==> config.mk <==
export PLATFORM = sky130hd
export DESIGN_NAME = hash_nonce_ctrl
export DESIGN_NICKNAME = d
export VERILOG_FILES = /design/src/rtl/hash_nonce_ctrl.sv
export SDC_FILE = /design/constraint.sdc
export NUM_CORES = 1
export LEC_CHECK = 0
export ABC_AREA = 1
export CAP_MARGIN = 5
export CORE_MARGIN = 10
export CORE_UTILIZATION = 40
export CTS_BUF_LIST = sky130_fd_sc_hd__clkbuf_16
export DETAILED_ROUTE_END_ITERATION = 8
export MAX_ROUTING_LAYER = met4
export PLACE_DENSITY = 0.67
export SLEW_MARGIN = 40
export SYNTH_ARGS = -nofsm -noshare
export SYNTH_HDL_FRONTEND = slang
export SYNTH_SLANG_ARGS = --single-unit
==> constraint.sdc <==
create_clock -name clk_i -period 4.5 [get_ports clk_i]
set_input_delay 1.125 -clock clk_i [delete_from_list [all_inputs] [get_ports clk_i]]
set_output_delay 1.125 -clock clk_i [all_outputs]
set_load 0.005 [all_outputs]
==> src/rtl/hash_nonce_ctrl.sv <==
// Nonce-sweep sequencer for one 32-round hash core: runs the core per nonce, compares hash2 to target, reports first hit.
// 34 cycles per try (32 RUN + SETTLE + CHECK) plus one DONE cycle; start is ignored while busy, abort returns to IDLE silently.
module hash_nonce_ctrl #(
   parameter int MAX_TRIES = 16,
   parameter int TIMEOUT   = 40
) (
   input  logic        clk_i,
   input  logic        rst_ni,
   input  logic        start_i,
   input  logic        abort_i,
   input  logic [7:0]  nonce_init_i,
   input  logic [7:0]  target_i,
   input  logic [4:0]  core_cnt_i,
   input  logic [7:0]  core_hash0_i,
   input  logic [7:0]  core_hash1_i,
   input  logic [7:0]  core_hash2_i,
   output logic        core_run_o,
   output logic [7:0]  core_nonce_o,
   output logic        busy_o,
   output logic        done_o,
   output logic        found_o,
   output logic        timeout_err_o,
   output logic [7:0]  nonce_out_o,
   output logic [23:0] hash_out_o
);

   localparam int              TW       = $clog2(TIMEOUT);
   localparam logic [TW-1:0]   TMO_LAST = TW'(TIMEOUT - 1);
   localparam logic [7:0]      LAST_TRY = 8'(MAX_TRIES - 1);

   typedef enum logic [2:0] {S_IDLE, S_RUN, S_SETTLE, S_CHECK, S_DONE} state_t;

   state_t        state_q, state_d;
   logic          core_run_q, core_run_d;
   logic [7:0]    core_nonce_q, core_nonce_d;
   logic          busy_q, busy_d;
   logic          done_q, done_d;
   logic          found_q, found_d;
   logic          tmo_err_q, tmo_err_d;
   logic [7:0]    nonce_out_q, nonce_out_d;
   logic [23:0]   hash_out_q, hash_out_d;
   logic [7:0]    target_q, target_d;
   logic [7:0]    tries_q, tries_d;
   logic [TW-1:0] tmo_q, tmo_d;
   logic [23:0]   hash_cur;

   assign hash_cur = {core_hash2_i, core_hash1_i, core_hash0_i};

   always_comb begin
      state_d      = state_q;
      core_run_d   = core_run_q;
      core_nonce_d = core_nonce_q;
      found_d      = found_q;
      tmo_err_d    = tmo_err_q;
      nonce_out_d  = nonce_out_q;
      hash_out_d   = hash_out_q;
      target_d     = target_q;
      tries_d      = tries_q;
      tmo_d        = tmo_q;

      case (state_q)
         S_IDLE: begin
            core_run_d = 1'b0;
            if (start_i && !abort_i) begin
               target_d     = target_i;
               core_nonce_d = nonce_init_i;
               tries_d      = 8'd0;
               tmo_d        = '0;
               found_d      = 1'b0;
               tmo_err_d    = 1'b0;
               nonce_out_d  = 8'd0;
               hash_out_d   = 24'd0;
               core_run_d   = 1'b1;
               state_d      = S_RUN;
            end
         end
         S_RUN: begin
            if (core_cnt_i == 5'd31) begin
               state_d = S_SETTLE;
            end else if (tmo_q == TMO_LAST) begin
               tmo_err_d   = 1'b1;
               found_d     = 1'b0;
               nonce_out_d = core_nonce_q;
               core_run_d  = 1'b0;
               state_d     = S_DONE;
            end else begin
               tmo_d = tmo_q + TW'(1);
            end
         end
         S_SETTLE: begin
            // Core captures its final hash on this edge; drop run so it clears next.
            core_run_d = 1'b0;
            state_d    = S_CHECK;
         end
         S_CHECK: begin
            if (core_hash2_i < target_q) begin
               found_d     = 1'b1;
               nonce_out_d = core_nonce_q;
               hash_out_d  = hash_cur;
               state_d     = S_DONE;
            end else if (tries_q == LAST_TRY) begin
               found_d     = 1'b0;
               nonce_out_d = core_nonce_q;
               hash_out_d  = hash_cur;
               state_d     = S_DONE;
            end else begin
               tries_d      = tries_q + 8'd1;
               core_nonce_d = core_nonce_q + 8'd1;
               tmo_d        = '0;
               core_run_d   = 1'b1;
               state_d      = S_RUN;
            end
         end
         S_DONE: begin
            core_run_d = 1'b0;
            state_d    = S_IDLE;
         end
         default: begin
            core_run_d = 1'b0;
            state_d    = S_IDLE;
         end
      endcase

      if (abort_i && (state_q == S_RUN || state_q == S_SETTLE || state_q == S_CHECK)) begin
         state_d    = S_IDLE;
         core_run_d = 1'b0;
         found_d    = 1'b0;
         tmo_err_d  = 1'b0;
      end

      done_d = (state_d == S_DONE);
      busy_d = (state_d != S_IDLE);
   end

   always_ff @(posedge clk_i or negedge rst_ni) begin
      if (!rst_ni) begin
         state_q      <= S_IDLE;
         core_run_q   <= 1'b0;
         core_nonce_q <= 8'd0;
         busy_q       <= 1'b0;
         done_q       <= 1'b0;
         found_q      <= 1'b0;
         tmo_err_q    <= 1'b0;
         nonce_out_q  <= 8'd0;
         hash_out_q   <= 24'd0;
         target_q     <= 8'd0;
         tries_q      <= 8'd0;
         tmo_q        <= '0;
      end else begin
         state_q      <= state_d;
         core_run_q   <= core_run_d;
         core_nonce_q <= core_nonce_d;
         busy_q       <= busy_d;
         done_q       <= done_d;
         found_q      <= found_d;
         tmo_err_q    <= tmo_err_d;
         nonce_out_q  <= nonce_out_d;
         hash_out_q   <= hash_out_d;
         target_q     <= target_d;
         tries_q      <= tries_d;
         tmo_q        <= tmo_d;
      end
   end

   assign core_run_o    = core_run_q;
   assign core_nonce_o  = core_nonce_q;
   assign busy_o        = busy_q;
   assign done_o        = done_q;
   assign found_o       = found_q;
   assign timeout_err_o = tmo_err_q;
   assign nonce_out_o   = nonce_out_q;
   assign hash_out_o    = hash_out_q;

endmodule

==> results.cfg <==
[final_layout]
layout_commonest_cell = nand2_1
diodes = 0
area_growth_pct = 33.5
final_cell_mix = 158 x nand2_1, 92 x clkdlybuf4s50_1, 70 x dfrtp_1
nFillCells = 867
fin_area_mm2 = 0.00500
layout-drive-gt1-share_pct = 12.1
seq_area_mm2 = 0.00175
multi_input_area_mm2 = 0.00171
nets = 617

[critical_path]
startpoint_type = input pin
path_cells = clkdlybuf4s50_1 -> ha_1 -> nand2_1 -> inv_1 -> nor2_1 -> o21a_1 -> nand2_1 -> nand2_4 -> nand2_2 -> nand2_1 -> nand2_1
crit_family = simple AND/OR/NAND/NOR gates
worst-setup-path-type = in2reg
cpMaxStageDelayCell = clkdlybuf4s50_1
path_max_fanout = 28
reg2reg_depth = 10
slowest_delay_ns = 0.42
cp.required_ns = 4.71
r2r_slack_ns = 2.03
worstReg2RegEnd = core_nonce_o[6]
crit_buf_inv = 2
cpMostUsedCell = nand2_1
crit_path_end_kind = register
rr_startpoint = state_q[2]
worstPathArrival_ns = 3.23

[logic_synthesis]
synth_edf_count = 0
synth-async-reset-ratio_pct = 100
syn-instance-count = 466
ys_ff_latch = 70
ys_seq_area_share_pct = 46.8
synthFlopType = dfrtp_1
synth_area_mm2 = 0.00374
synth.avg_cell_area_um2 = 8.03
synth_top_area_share_pct = 46.8
yosysTopAreaCell = dfrtp_1
synth_cell_types = 35
synthTopCellsByArea = dfrtp_1 47%, nand2_1 16%, nand3_1 5.4%
yosys_warnings = 0
syn_nets = 525

[clock_network]
clk_latency_ns = 0.32
clockRootBuffer = clkbuf_16
cts_hold_buffers = 0
ctsResizeCount = 0
cts_tree = built
path_clk_slew_ns = 0.06
cts_setup_buffers = 0
ctsHtreeMaxLevel = 3
clock_path_buffers = 2
numCtsBuffers = 9
cts_sinks = 70

[placed_design]
gp_congestion = 0.778
placedInstanceArea_mm2 = 0.00471
numPortBuffers = 93
hpwl_um = 7040

[global_route]
grt_use_met2_pct = 22.3
grt_use_met1_pct = 19.1
antenna_found_initial = 0
grt_use_total_pct = 14.9
busiest_layer = met2
grt_pass1_vias = 3241
grt_pass1_wl_um = 15800
grt_use_met3_pct = 3.34
gr-total-overflow = 0
grt_max_degree = 38

[die]
initial_core_util_pct = 40.9
ioPinCount = 94
row_count = 35
die_h_um = 117
core-area_mm2 = 0.00915
dieArea_mm2 = 0.0136
die_w_um = 117

[sta]
setup_viol = 0
fin_crit_sh_pct = 67.2
fmax_ghz = 0.331
slew_headroom_pct = 60.2
rsz0062_at_grt = no
layout_min_cycle_time_ns = 3.02
worst_pin_slew_ns = 0.596
setup_tns_ns = 0
drv_slew = 0
final_hold_viol_count = 0
finClkSkew_ns = 0.00720

[routing]
drcViolationCount = 0
wirelength_um = 9690
viasPerCell = 4.84
wl_per_cell_um = 14.4
antenna_left = 0
drtIter0Drc = 187
first_pass_iters = 4
num_vias = 3254

[pwr]
cellLeakagePower_nw = 2.52
power.density_mw_per_mm2 = 525
vdd_drop_max_uv = 284
power_mw = 2.62

[worst_hold_path]
holdPathStages = 2
hold-path-endpoint = hash_out_o[12]
min_from = hash_out_o[12]
hp-class = reg2reg

[status]
outcome = completed

[run]
max_cap_violations = 0
-- layer usage --
metal | wire length [um] | up-vias
li1 | - | 1651
met2 | 4270 | 89
met3 | 611 | 16
met1 | 4660 | 1498
met5 | 0 | -
met4 | 157 | 0
-- through the flow --
stage	utilization, %	cells	setup WS, ns	hold WS (ns)
floorplan	-	466	2.09	0.449
global route	54.6	673	1.23	0.493
detailed placement	51.5	658	1.17	0.458
finish	54.6	673	1.48	0.468
CTS	54.6	673	1.50	0.471
global placement	51.5	658	1.21	0.453
-- final cells by class --
cell class,instances,area share [%]
sequential,70,35.1
multi-input combinational,337,34.2
timing repair buffer,94,18.7
clock buffer,9,4.51
inverter,46,3.56
tap,111,2.78
clock inverter,6,1.13
-- synthesized netlist by cell type (all sizes together) (4+ instances only) --
library cell and n:
o21ai 25, nor3 4, nand3 42, or2 5, nor2 34, dfrtp 70
a21oi 7, xor2 8, ha 10, nand2 188, inv 46, buf 11
-- worst min-delay path: stages, from the launching register on --
cell,delay [ns]
dfrtp_1,0.34
nand2_1,0.05
nand2_1,0.04
-- report_power, final --
group	total [mW]	internal (mW)	switching (mW)	leakage [nW]
combinational	1.01	0.459	0.555	1.45
sequential	0.930	0.798	0.131	0.930
clock	0.677	0.421	0.256	0.148
total	2.62	1.68	0.943	2.52
-- sequential cells by signal, summed over array words and instances, names as in the netlist --
register,count
busy_o,1
core_nonce_o,8
core_run_o,1
done_o,1
found_o,1
hash_out_o,24
nonce_out_o,8
state_q,3
target_q,8
timeout_err_o,1
tmo_q,6
tries_q,8
-- logic make-up after synthesis --
family          count (synthesis)  share of synthesized area [%]
compound gates                 39                           5.72
xor+xnor                       10                           2.34
fa+ha+maj                      10                           3.34
buf+inv                        59                           7.46
flops                          70                           46.8
simple gates                  278                           34.3
-- worst max path at each step --
stage                          startpoint              end  slack [ns]  depth (start not counted)
after floorplan           core_hash2_i[7]  core_nonce_o[3]        2.09                         11
after global placement    core_hash2_i[7]   hash_out_o[18]        1.21                         11
after detailed placement  core_hash2_i[7]    hash_out_o[9]        1.17                         11
after CTS                 core_hash2_i[7]    hash_out_o[9]        1.50                         11
after global routing      core_hash2_i[7]    hash_out_o[6]        1.23                         11
final                     core_hash2_i[7]    hash_out_o[9]        1.48                         11
Note: power is estimated with default switching activity, not from simulation.
